$ cat config.mk
export PLATFORM = sky130hd
export DESIGN_NAME = rrat_flat
export DESIGN_NICKNAME = d
export VERILOG_FILES = /design/src/rtl/rrat_pkg.sv /design/src/rtl/rrat_if.sv /design/src/rtl/rrat_free_list.sv /design/src/rtl/rrat.sv /design/src/flat_wrapper.sv
export SDC_FILE = /design/constraint.sdc
export NUM_CORES = 1
export LEC_CHECK = 0
export CAP_MARGIN = 20
export CELL_PAD_IN_SITES_DETAIL_PLACEMENT = 0
export CELL_PAD_IN_SITES_GLOBAL_PLACEMENT = 2
export CORE_MARGIN = 2
export CORE_UTILIZATION = 30
export DETAILED_ROUTE_END_ITERATION = 6
export HOLD_SLACK_MARGIN = 0.05
export MAX_ROUTING_LAYER = met4
export PLACE_DENSITY_LB_ADDON = 0.1
export SLEW_MARGIN = 20
export SYNTH_ARGS = -nofsm -noshare
export SYNTH_HDL_FRONTEND = slang
export SYNTH_HIERARCHICAL = 1
export SYNTH_SLANG_ARGS = --single-unit
export TNS_END_PERCENT = 1
$ cat constraint.sdc
create_clock -name clock -period 10.6 [get_ports clock]
set_input_delay 3.18 -clock clock [delete_from_list [all_inputs] [get_ports clock]]
set_output_delay 3.18 -clock clock [all_outputs]
set_load 0.03 [all_outputs]
$ cat src/rtl/rrat_pkg.sv
// Shared types and sizing for the retirement RAT: architectural map entry types,
// commit/output bundles and the free-list ring index helper.
package rrat_pkg;

  localparam int SIZE        = 32;
  localparam int FL_SIZE     = 32;
  localparam int N           = 2;
  localparam int PHYS_REG_SZ = SIZE + FL_SIZE;

  localparam int ARN_W    = $clog2(SIZE);
  localparam int PRN_W    = $clog2(PHYS_REG_SZ);
  localparam int FL_IDX_W = $clog2(FL_SIZE);
  localparam int FL_CTR_W = $clog2(FL_SIZE + 1);

  typedef logic [ARN_W-1:0]    arn_t;
  typedef logic [PRN_W-1:0]    prn_t;
  typedef logic [FL_IDX_W-1:0] fl_idx_t;
  typedef logic [FL_CTR_W-1:0] fl_ctr_t;

  localparam arn_t ZERO_REG = '0;

  typedef struct packed {
    logic valid;
    prn_t prn;
  } free_list_packet_t;

  typedef struct packed {
    logic valid;
    arn_t dest_arn;
    prn_t dest_prn;
  } rrat_ct_entry_t;

  typedef struct packed {
    rrat_ct_entry_t [N-1:0] entries;
    logic                   squash;
  } rrat_ct_input_t;

  typedef struct packed {
    prn_t [SIZE-1:0]             entries;
    free_list_packet_t [N-1:0]   free_packet;
    prn_t [FL_SIZE-1:0]          free_list;
    fl_idx_t                     head;
    fl_idx_t                     tail;
    fl_ctr_t                     free_list_counter;
    logic                        squash;
  } rrat_ct_output_t;

  // Ring index increment that also works when FL_SIZE is not a power of two.
  function automatic fl_idx_t fl_inc(fl_idx_t idx);
    return (idx == fl_idx_t'(FL_SIZE - 1)) ? '0 : idx + fl_idx_t'(1);
  endfunction

endpackage

$ cat src/rtl/rrat_if.sv
// Commit-side bundle between the ROB commit stage and the RRAT, plus the
// snapshot/free-packet bundle returned to the rename RAT.
interface rrat_if;
  import rrat_pkg::*;

  logic [N-1:0]    ct_valid;
  arn_t [N-1:0]    ct_dest_arn;
  prn_t [N-1:0]    ct_dest_prn;
  logic            ct_squash;
  rrat_ct_output_t rrat_ct_output;

  modport master (
    output ct_valid, ct_dest_arn, ct_dest_prn, ct_squash,
    input  rrat_ct_output
  );

  modport slave (
    input  ct_valid, ct_dest_arn, ct_dest_prn, ct_squash,
    output rrat_ct_output
  );

endinterface

$ cat src/rtl/rrat_free_list.sv
// Committed-state free-list ring: up to N pops and N pushes per cycle, applied
// slot by slot (pop before push within a slot), with head/tail/occupancy.
module rrat_free_list
  import rrat_pkg::*;
(
  input  logic                 clock,
  input  logic                 reset,
  input  logic [N-1:0]         pop_en_i,
  input  logic [N-1:0]         push_en_i,
  input  prn_t [N-1:0]         push_prn_i,
  output prn_t [N-1:0]         pop_prn_o,
  output prn_t [FL_SIZE-1:0]   ring_o,
  output fl_idx_t              head_o,
  output fl_idx_t              tail_o,
  output fl_ctr_t              counter_o
);

  prn_t [FL_SIZE-1:0] ring_q, ring_d;
  fl_idx_t            head_q, head_d;
  fl_idx_t            tail_q, tail_d;
  fl_ctr_t            counter_q, counter_d;

  // NOTE: blocking assignments here are intentional; each slot sees the
  // head/tail already advanced by lower-numbered slots in the same cycle.
  always_comb begin
    ring_d    = ring_q;
    head_d    = head_q;
    tail_d    = tail_q;
    counter_d = counter_q;
    pop_prn_o = '0;
    for (int i = 0; i < N; i++) begin
      pop_prn_o[i] = ring_q[head_d];
      if (pop_en_i[i]) begin
        head_d    = fl_inc(head_d);
        counter_d = counter_d - fl_ctr_t'(1);
      end
      if (push_en_i[i]) begin
        ring_d[tail_d] = push_prn_i[i];
        tail_d         = fl_inc(tail_d);
        counter_d      = counter_d + fl_ctr_t'(1);
      end
    end
  end

  // NOTE: the ring is reset entry by entry because its contents are committed
  // architectural state that squash recovery copies straight into the rename RAT.
  always_ff @(posedge clock) begin
    if (reset) begin
      for (int j = 0; j < FL_SIZE; j++) ring_q[j] <= prn_t'(SIZE + j);
      head_q    <= '0;
      tail_q    <= '0;
      counter_q <= fl_ctr_t'(FL_SIZE);
    end else begin
      ring_q    <= ring_d;
      head_q    <= head_d;
      tail_q    <= tail_d;
      counter_q <= counter_d;
    end
  end

  assign ring_o    = ring_q;
  assign head_o    = head_q;
  assign tail_o    = tail_q;
  assign counter_o = counter_q;

endmodule

$ cat src/rtl/rrat.sv
// Retirement RAT: architectural ARN->PRN map updated in program order at commit;
// returns freed PRNs and a registered squash-recovery snapshot to the rename RAT.
module rrat
  import rrat_pkg::*;
(
  input  logic  clock,
  input  logic  reset,
  rrat_if.slave ct_if
);

  prn_t [SIZE-1:0]           map_q, map_d;
  free_list_packet_t [N-1:0] free_packet_q, free_packet_d;
  logic                      squash_q, squash_d;

  logic [N-1:0]       pop_en, push_en;
  prn_t [N-1:0]       push_prn, pop_prn;
  prn_t [FL_SIZE-1:0] fl_ring;
  fl_idx_t            fl_head, fl_tail;
  fl_ctr_t            fl_counter;

  // In-order commit: a later slot naming the same ARN frees the earlier slot's PRN.
  always_comb begin
    map_d         = map_q;
    free_packet_d = '0;
    pop_en        = '0;
    push_en       = '0;
    push_prn      = '0;
    for (int i = 0; i < N; i++) begin
      if (ct_if.ct_valid[i] && ct_if.ct_dest_arn[i] != ZERO_REG) begin
        push_prn[i]                 = map_d[ct_if.ct_dest_arn[i]];
        map_d[ct_if.ct_dest_arn[i]] = ct_if.ct_dest_prn[i];
        pop_en[i]                   = 1'b1;
        push_en[i]                  = 1'b1;
        free_packet_d[i]            = '{valid: 1'b1, prn: push_prn[i]};
      end
    end
    // Freed PRNs of a squash cycle travel inside the snapshot instead.
    if (ct_if.ct_squash) free_packet_d = '0;
    squash_d = ct_if.ct_squash;
  end

  always_ff @(posedge clock) begin
    if (reset) begin
      for (int i = 0; i < SIZE; i++) map_q[i] <= prn_t'(i);
      free_packet_q <= '0;
      squash_q      <= 1'b0;
    end else begin
      map_q         <= map_d;
      free_packet_q <= free_packet_d;
      squash_q      <= squash_d;
    end
  end

  rrat_free_list u_free_list (
    .clock      (clock),
    .reset      (reset),
    .pop_en_i   (pop_en),
    .push_en_i  (push_en),
    .push_prn_i (push_prn),
    .pop_prn_o  (pop_prn),
    .ring_o     (fl_ring),
    .head_o     (fl_head),
    .tail_o     (fl_tail),
    .counter_o  (fl_counter)
  );

  always_comb begin
    ct_if.rrat_ct_output                   = '0;
    ct_if.rrat_ct_output.entries           = map_q;
    ct_if.rrat_ct_output.free_packet       = free_packet_q;
    ct_if.rrat_ct_output.free_list         = fl_ring;
    ct_if.rrat_ct_output.head              = fl_head;
    ct_if.rrat_ct_output.tail              = fl_tail;
    ct_if.rrat_ct_output.free_list_counter = fl_counter;
    ct_if.rrat_ct_output.squash            = squash_q;
  end

  // Pops always match pushes, and the committed PRN must be the one rename took from the ring.
  always_ff @(posedge clock) begin
    if (!reset) begin
      assert (fl_counter == fl_ctr_t'(FL_SIZE))
        else $warning("rrat: free list counter %0d, expected %0d", fl_counter, FL_SIZE);
      for (int i = 0; i < N; i++) begin
        if (pop_en[i]) begin
          assert (ct_if.ct_dest_prn[i] == pop_prn[i])
            else $warning("rrat: slot %0d dest_prn %0d differs from ring head %0d",
                          i, ct_if.ct_dest_prn[i], pop_prn[i]);
        end
      end
    end
  end

endmodule

$ cat src/flat_wrapper.sv
// flat-port wrapper written by rule: the top's interface ports become plain ports
module rrat_flat import rrat_pkg::*;
  (clock, reset, ct_if_ct_valid, ct_if_ct_dest_arn, ct_if_ct_dest_prn, ct_if_ct_squash, ct_if_rrat_ct_output);
  rrat_if ct_if_i ();
  input  logic clock;
  input  logic reset;
  input wire logic [$bits(ct_if_i.ct_valid)-1:0] ct_if_ct_valid;
  input wire logic [$bits(ct_if_i.ct_dest_arn)-1:0] ct_if_ct_dest_arn;
  input wire logic [$bits(ct_if_i.ct_dest_prn)-1:0] ct_if_ct_dest_prn;
  input wire logic [$bits(ct_if_i.ct_squash)-1:0] ct_if_ct_squash;
  output wire logic [$bits(ct_if_i.rrat_ct_output)-1:0] ct_if_rrat_ct_output;
  assign ct_if_i.ct_valid = ct_if_ct_valid;
  assign ct_if_i.ct_dest_arn = ct_if_ct_dest_arn;
  assign ct_if_i.ct_dest_prn = ct_if_ct_dest_prn;
  assign ct_if_i.ct_squash = ct_if_ct_squash;
  assign ct_if_rrat_ct_output = ct_if_i.rrat_ct_output;
  rrat u_core (.clock(clock), .reset(reset), .ct_if(ct_if_i));
endmodule
# Yosys cells after proc, flatten, opt, wreduce, memory -nomap -nowiden
# Index checks and enable logic that the tools add are counted.
# totals
register_bits,415
output_inout_bits,415
# op_classes
addsub,8
n_lt_le_gt_ge,8
n_eq_ne,4
mux,38
n_bitwise,2
reduce_logical,11
# op_table
op,n
192-bit bitwise mux,4
192-bit two-way mux,4
6-bit demux with 5-bit select,4
6-bit two-way mux,12
6-bit binary-select mux with 5-bit select,2
5-bit two-way mux,8
5-bit by 6-bit < comparator with 1-bit output (second input constant),4
5-bit by 1-bit adder with 5-bit output (second input constant),4
5-bit == test (second input constant),4
5-bit by 1-bit >= comparator with 1-bit output (second input constant),4
7-bit two-way mux,2
6-bit by 1-bit adder with 6-bit output (second input constant),2
6-bit by 1-bit subtractor with 6-bit output (second input constant),2
5-bit nonzero test,2
1-bit logical AND,6
3-bit OR reduction,2
1-bit two-way mux,2
1-bit inverter,2
2-bit OR reduction,1

# Depth between registers and ports, before layout
# Gate-level depths: netlist of run 1.
# logic_depth
depth_word,11
depth_mapped,24
ltp_nobuf,17

# Cells and area by module
# Netlist of run 1, hierarchy kept.
# modules_own_cells
module,n_inst,cells_each,area_per_inst_um2,seq_area_each_um2
rrat_free_list,1,1818,14891.8,4164.0
rrat,1,1709,13700.6,4144.0

# Least setup slack after synthesis of run 1
# No wires, ideal clock.
# synth_path
path_kind,input port to flip-flop
from,input port ct_if_ct_dest_arn[1]
to,register u_core.u_free_list.counter_q[4] (netlist: u_core/u_free_list/counter_o[4])
t_arrival_ns,7.751
t_required_ns,10.472
path_slack_ns,2.721
stages,23
path_buffers,9
path_cell_list,buf_2 buf_2 buf_2 buf_1 o41ai_1 clkbuf_1 inv_1 buf_6 buf_6 buf_2 buf_1 xor2_1 ha_1 nand2_1 o31ai_1 inv_1 ha_1 and2_1 o41a_1 and3b_1 or2_1 xor2_1 nor2_1
# synth_between
elab_chain_len,10
# synth_rtl
element,line,source
start: declaration,flat_wrapper.sv:8,input wire logic [$bits(ct_if_i.ct_dest_arn)-1:0] ct_if_ct_dest_arn;
5-bit nonzero test *,rrat.sv:29,if (ct_if.ct_valid[i] && ct_if.ct_dest_arn[i] != ZERO_REG) begin
1-bit logical AND *,rrat.sv:29,
1-bit two-way mux *,rrat.sv:29,
via u_core.pop_en[0],rrat.sv:15,"logic [N-1:0] pop_en, push_en;"
6-bit two-way mux,rrat_free_list.sv:33,if (pop_en_i[i]) begin
6-bit by 1-bit adder with 6-bit output,rrat_free_list.sv:40,counter_d = counter_d + fl_ctr_t'(1);
6-bit two-way mux *,rrat_free_list.sv:37,if (push_en_i[i]) begin
6-bit by 1-bit subtractor with 6-bit output,rrat_free_list.sv:35,counter_d = counter_d - fl_ctr_t'(1);
6-bit two-way mux *,rrat_free_list.sv:33,
6-bit by 1-bit adder with 6-bit output,rrat_free_list.sv:40,
6-bit two-way mux *,rrat_free_list.sv:37,
end signal: assignment,rrat_free_list.sv:52,counter_q <= fl_ctr_t'(FL_SIZE);
end signal: assignment,rrat_free_list.sv:57,counter_q <= counter_d;
end: declaration,rrat_free_list.sv:21,"fl_ctr_t counter_q, counter_d;"
# The timed path passes the listed nets; every way through them passes the cells marked *.
# A chain may end at the register's enable or synchronous reset.

# Final worst setup path of run 1
# layout_path
from,input port ct_if_ct_dest_arn[4]
to,register u_core.u_free_list.ring_q (netlist bit u_core/u_free_list/ring_o[186])
# layout_between
elab_cells_between_ends,26
classes_between,4 x order compare; 18 x mux; 4 x reduce/logical
# layout_lines
element,line,source
5-bit nonzero test *,rrat.sv:29,
1-bit logical AND *,rrat.sv:29,
1-bit two-way mux *,n/a,
via u_core.pop_en[0],rrat.sv:15,
5-bit two-way mux,rrat_free_list.sv:37,
5-bit by 6-bit < comparator with 1-bit output (implied by the code) / 5-bit by 1-bit >= comparator with 1-bit output (equally long branches),rrat_free_list.sv:38,ring_d[tail_d] = push_prn_i[i];
1-bit logical AND (implied by the code),rrat_free_list.sv:38,
6-bit two-way mux (implied by the code),rrat_free_list.sv:38,
6-bit demux with 5-bit select,rrat_free_list.sv:38,
192-bit bitwise mux,rrat_free_list.sv:38,
192-bit two-way mux *,rrat_free_list.sv:37,
end signal: assignment,rrat_free_list.sv:54,ring_q <= ring_d;
end: declaration,rrat_free_list.sv:18,"prn_t [FL_SIZE-1:0] ring_q, ring_d;"
# The timed path passes the listed nets; every way through them passes the cells marked *. The select of a mux whose other input is x is not followed.

==> results of run 1 <==
==> layout make-up <==
cell class | count | area, sq um | share of cell area (%)
inverter | 18 | 67.56 | 0.2135
multi-input combinational | 2229 | 15160 | 47.92
clock inverter | 19 | 220.2 | 0.6958
clock buffer | 73 | 1521 | 4.807
sequential | 415 | 8308 | 26.25
antenna | 15 | 37.54 | 0.1186
timing repair buffer | 520 | 4990 | 15.77
tap | 1070 | 1339 | 4.230
==> registers in the layout (all words and copies together) (netlist names) <==
signal,count
u_core/ct_if.rrat_ct_output,206
u_core/u_free_list/ring_o,192
u_core/u_free_list/counter_o,6
u_core/u_free_list/head_o,5
u_core/u_free_list/tail_o,5
u_core/squash_q,1
==> power by group through the flow <==
stage	sequential (uW)	clock, uW	combinational, uW
final	1650	1860	797
after global routing	1660	1960	837
after CTS	1650	1900	785
after detailed placement	1690	0	781
after global placement	1690	0	783
after floorplan	1740	0	408
==> worst max path at each step <==
stage	from	depth (start not counted)	endpoint	slack [ns]
3_3_place_gp	ct_if_ct_dest_arn[4]	13	u_core/u_free_list/ring_o[189]	1.75
2_1_floorplan	ct_if_ct_dest_arn[1]	23	u_core/u_free_list/counter_o[4]	2.91
3_5_place_dp	ct_if_ct_dest_arn[4]	13	u_core/u_free_list/ring_o[186]	1.67
4_1_cts	ct_if_ct_dest_arn[4]	13	u_core/u_free_list/ring_o[186]	2.32
6_report	ct_if_ct_dest_arn[4]	13	u_core/u_free_list/ring_o[186]	2.22
5_1_grt	ct_if_ct_dest_arn[4]	13	u_core/u_free_list/ring_o[190]	1.89
==> metal layers <==
metal	wire, um	vias to the layer above	global-route usage, %	share of wire [%]
li1	-	11390	-	-
met1	62180	12940	44.98	45
met2	59180	1506	46.34	43
met3	12480	267	6.795	9.0
met4	4617	0	10.23	3.3
met5	0	-	-	0
==> critical path, cell delays in order <==
cell             delay, ns
clkdlybuf4s50_1       0.82
buf_4                 0.42
or2_2                 0.55
o41ai_2               0.28
buf_4                 0.35
inv_2                 0.36
o21ai_0               0.63
ha_1                  0.26
and2_1                0.39
nand2_1               0.57
nor3_2                0.69
mux2i_1               0.28
nand2b_1              0.07
==> metrics by stage <==
stage	setup WS, ns	util (%)	hold slack (ns)	cell area (sq um)	cells
floorplan	2.914	-	0.6197	24780	3002
global placement	1.746	36.43	0.5042	29860	4252
detailed placement	1.673	36.43	0.5015	29860	4252
finish	2.222	38.61	0.5107	31650	4359
global route	1.886	38.59	0.5291	31640	4355
CTS	2.321	38.55	0.5150	31600	4344
==> results.yml, run 1 <==
status:
  status: "complete, no violations"
layout:
  areaGrowthSynthToFinish_pct: 27.72
  fillers: 8344
  final_cell_mix: "clkdlybuf4s50_1 (435), dfxtp_1 (415), nor2_1 (347), nand2_1 (272), mux2i_1 (237)"
  layout-drive-gt1-share_pct: 11.06
  layout_commonest_cell: "clkdlybuf4s50_1"
  nNetsFinal: 3282
clock_tree:
  cts_buffers: 53
  clockBufferDepth: 3
  cts_tree: "done"
  cts_setup_buffers: 0
  cts_resized: 0
  path_clk_slew_ns: 0.06
  htreeDepth: 2
  cts_hold_buf: 0
  cts.sinks: 415
  root_buffer: "clkbuf_16"
  clkLatencyLatePin_ns: 0.63
sta:
  tightest_slew_ns: 1.193
  fin_crit_sh_pct: 79.04
  rsz0062_at_grt: "false"
  relSlewSlack_pct: 19.98
  tns_ns: 0
  max_clock_freq_mhz: 119.4
  fin_crit_ns: 8.378
  drv_slew: 0
  hold_viol: 0
  finClkSkew_ns: 0.03045
  setup-violations-final: 0
yosys:
  syn_area_per_cell_sq_um: 8.255
  synth_warnings: 6
  syn_area_sq_mm: 0.02478
  synth_nets: 3047
  synthCells: 3002
drt:
  wl_mm: 138.5
  drc_errors: 0
  dr_total_vias: 26100
  wl_per_cell_um: 31.76
  avgViaCountPerCell: 5.989
  drtAntennaViolNets: 0
  firstDrtPassIters: 6
  dr.first_iter.drc_count: 3360
worst_setup_path:
  startpoint_type: "input port"
  end_kind: "flip-flop"
  r2r-start: "u_core/u_free_list/tail_o[0]"
  path_class: "in -> reg"
  cp_data_required_time_ns: 11.12
  crit_fanout: 44
  r2r_end: "u_core/u_free_list/ring_o[186]"
  worstPathArrival_ns: 8.90
  r2r_slack_ns: 6.59
  worst-r2r-cell-count: 12
pwr:
  power.internal_uw: 2939
  p_sw_share_pct: 31.78
  seqPwrFrac_pct: 38.4
  p_sw_uw: 1369
  power_density_mw_per_mm2: 136.1
  combPwrFrac_pct: 18.5
  finalPower_uw: 4308
  peakVddDrop_mv: 0.1172
  leakagePower_uw: 0.01174
  clkPwrFrac_pct: 43.1
place:
  gp_congestion: 0.9873
  hpwl_mm: 99.61
  port_buffers: 441
global_route:
  antenna_found_initial: 16
  grt_pass1_vias: 24500
  gr-total-overflow: 0
  grt_pass1_wl_mm: 193.9
  track_usage_pct: 32.29
  grt_max_degree: 127
floorplan:
  core_sq_mm: 0.08198
  io_pins: 442
  rows: 105
  dieArea_sq_mm: 0.08491
  start_util_pct: 30.23
  dieHeight_um: 291.4
  die_x_um: 291.4
worst_hold_path:
  worst_hold_path.num_cells: 1
  worstHoldStart: "u_core/ct_if.rrat_ct_output[227]"
  hold_path_class: "reg -> reg"
  whs_endpoint: "u_core/ct_if.rrat_ct_output[227]"
flow_run:
  cap_violations: 0
(Power assumes the default switching activity.)
==> run 2: changes to the inputs <==
clock period = 8.15 ns   (was 10.6 ns; I/O delays follow)
==> results.yml, run 2 (synthesis results as in run 1) <==
floorplan:
  dieHeight_um: 291.4
  io_pins: 442
  start_util_pct: 30.23
  dieArea_sq_mm: 0.08491
  core_sq_mm: 0.08198
  die_x_um: 291.4
  rows: 105
worst_setup_path:
  r2r_slack_ns: 4.26
  startpoint_type: "input port"
  worst-r2r-cell-count: 13
  path_class: "in -> reg"
  end_kind: "flip-flop"
  cp_data_required_time_ns: 8.65
  worstPathArrival_ns: 7.75
  crit_fanout: 19
sta:
  drv_slew: 0
  finClkSkew_ns: 0.03052
  tns_ns: 0
  hold_viol: 0
  fin_crit_sh_pct: 88.93
  fin_crit_ns: 7.248
  max_clock_freq_mhz: 138.0
  setup-violations-final: 0
  tightest_slew_ns: 1.219
  relSlewSlack_pct: 18.27
  rsz0062_at_grt: "false"
layout:
  stdcell_count: 4404
  nNetsFinal: 3323
  layout_commonest_cell: "clkdlybuf4s50_1"
  largest_register_ffs: 206
  areaGrowthSynthToFinish_pct: 29.42
  final_cell_mix: "clkdlybuf4s50_1 (434), dfxtp_1 (415), nor2_1 (347), nand2_1 (272), mux2i_1 (237)"
  layout-drive-gt1-share_pct: 12.38
clock_tree:
  cts_setup_buffers: 0
  path_clk_slew_ns: 0.06
  cts_tree: "done"
  root_buffer: "clkbuf_16"
  clockBufferDepth: 3
  htreeDepth: 2
  clkLatencyLatePin_ns: 0.63
  cts_resized: 0
  cts_buffers: 53
  cts.sinks: 415
  cts_hold_buf: 0
status:
  status: "complete, no violations"
worst_hold_path:
  worst_hold_path.num_cells: 1
  hold_path_class: "reg -> reg"
drt:
  dr_total_vias: 26560
  wl_per_cell_um: 32.54
  avgViaCountPerCell: 6.030
  drtAntennaViolNets: 0
  firstDrtPassIters: 6
  wl_mm: 143.3
  dr.first_iter.drc_count: 3159
  drc_errors: 0
global_route:
  grt_max_degree: 196
  antenna_found_initial: 12
  grt_pass1_wl_mm: 199.6
  track_usage_pct: 33.39
  gr-total-overflow: 0
  grt_pass1_vias: 24870
place:
  port_buffers: 441
  dpl.cell_count: 4293
  gp_congestion: 0.9925
  hpwl_mm: 103.6
pwr:
  finalPower_uw: 5678
  peakVddDrop_mv: 0.1373
  power_density_mw_per_mm2: 177.0
  leakagePower_uw: 0.01199
flow_run:
  cap_violations: 0
==> run 2: cell type report <==
| class | count | area (sq um) |
|---|---|---|
| fill | 8324 | 49910 |
| sequential | 415 | 8308 |
| tap | 1070 | 1339 |
| inverter | 18 | 67.56 |
| multi-input combinational | 2229 | 15180 |
| clock inverter | 19 | 206.4 |
| antenna | 13 | 32.53 |
| clock buffer | 79 | 1595 |
| timing repair buffer | 561 | 5343 |
==> run 2: path summary, 6_finish.rpt <==
check                                                 startpoint                          endpoint
worst max-delay path                        ct_if_ct_dest_arn[3]    u_core/u_free_list/ring_o[135]
worst min-delay path            u_core/ct_if.rrat_ct_output[227]  u_core/ct_if.rrat_ct_output[227]
worst max register to register      u_core/u_free_list/tail_o[0]     u_core/u_free_list/ring_o[75]
worst min register to register  u_core/ct_if.rrat_ct_output[227]  u_core/ct_if.rrat_ct_output[227]
==> run 2: worst max-delay path, cell delays in order <==
cell and delay [ns]:
clkdlybuf4s50_1 0.89, buf_4 0.33, and4b_1 0.87, nand3_1 0.21
a211oi_1 0.70, a2111oi_0 0.23, nand4_1 0.30, a211oi_1 0.13
buf_4 0.18, nor2_2 0.56, buf_4 0.50, nor2_1 0.09
a311oi_1 0.26
==> run 2: power breakdown <==
part           switching [uW]  leakage, uW  internal (uW)
Combinational             708      0.00773            360
Sequential               70.4      0.00336           2080
Clock                    1010     0.000896           1450
==> run 2: stage by stage <==
stage                     util [%]  worst slack [ns]  hold WS (ns)  area (sq um)
after floorplan                  -             1.199        0.6197         24780
after global placement       36.86            0.4042        0.4930         30210
after detailed placement     36.88            0.5178        0.4962         30230
after CTS                    39.07             1.155        0.5105         32030
after global routing         39.11            0.7874        0.5260         32060
final                        39.12            0.9024        0.5074         32070
==> run 2: layer usage <==
metal | wire length, um | vias to the layer above | global-route usage (%)
met1 | 65270 | 13240 | 46.96
met2 | 60710 | 1589 | 47.79
met5 | 0 | - | -
li1 | - | 11470 | -
met3 | 12640 | 255 | 6.521
met4 | 4683 | 0 | 10.51
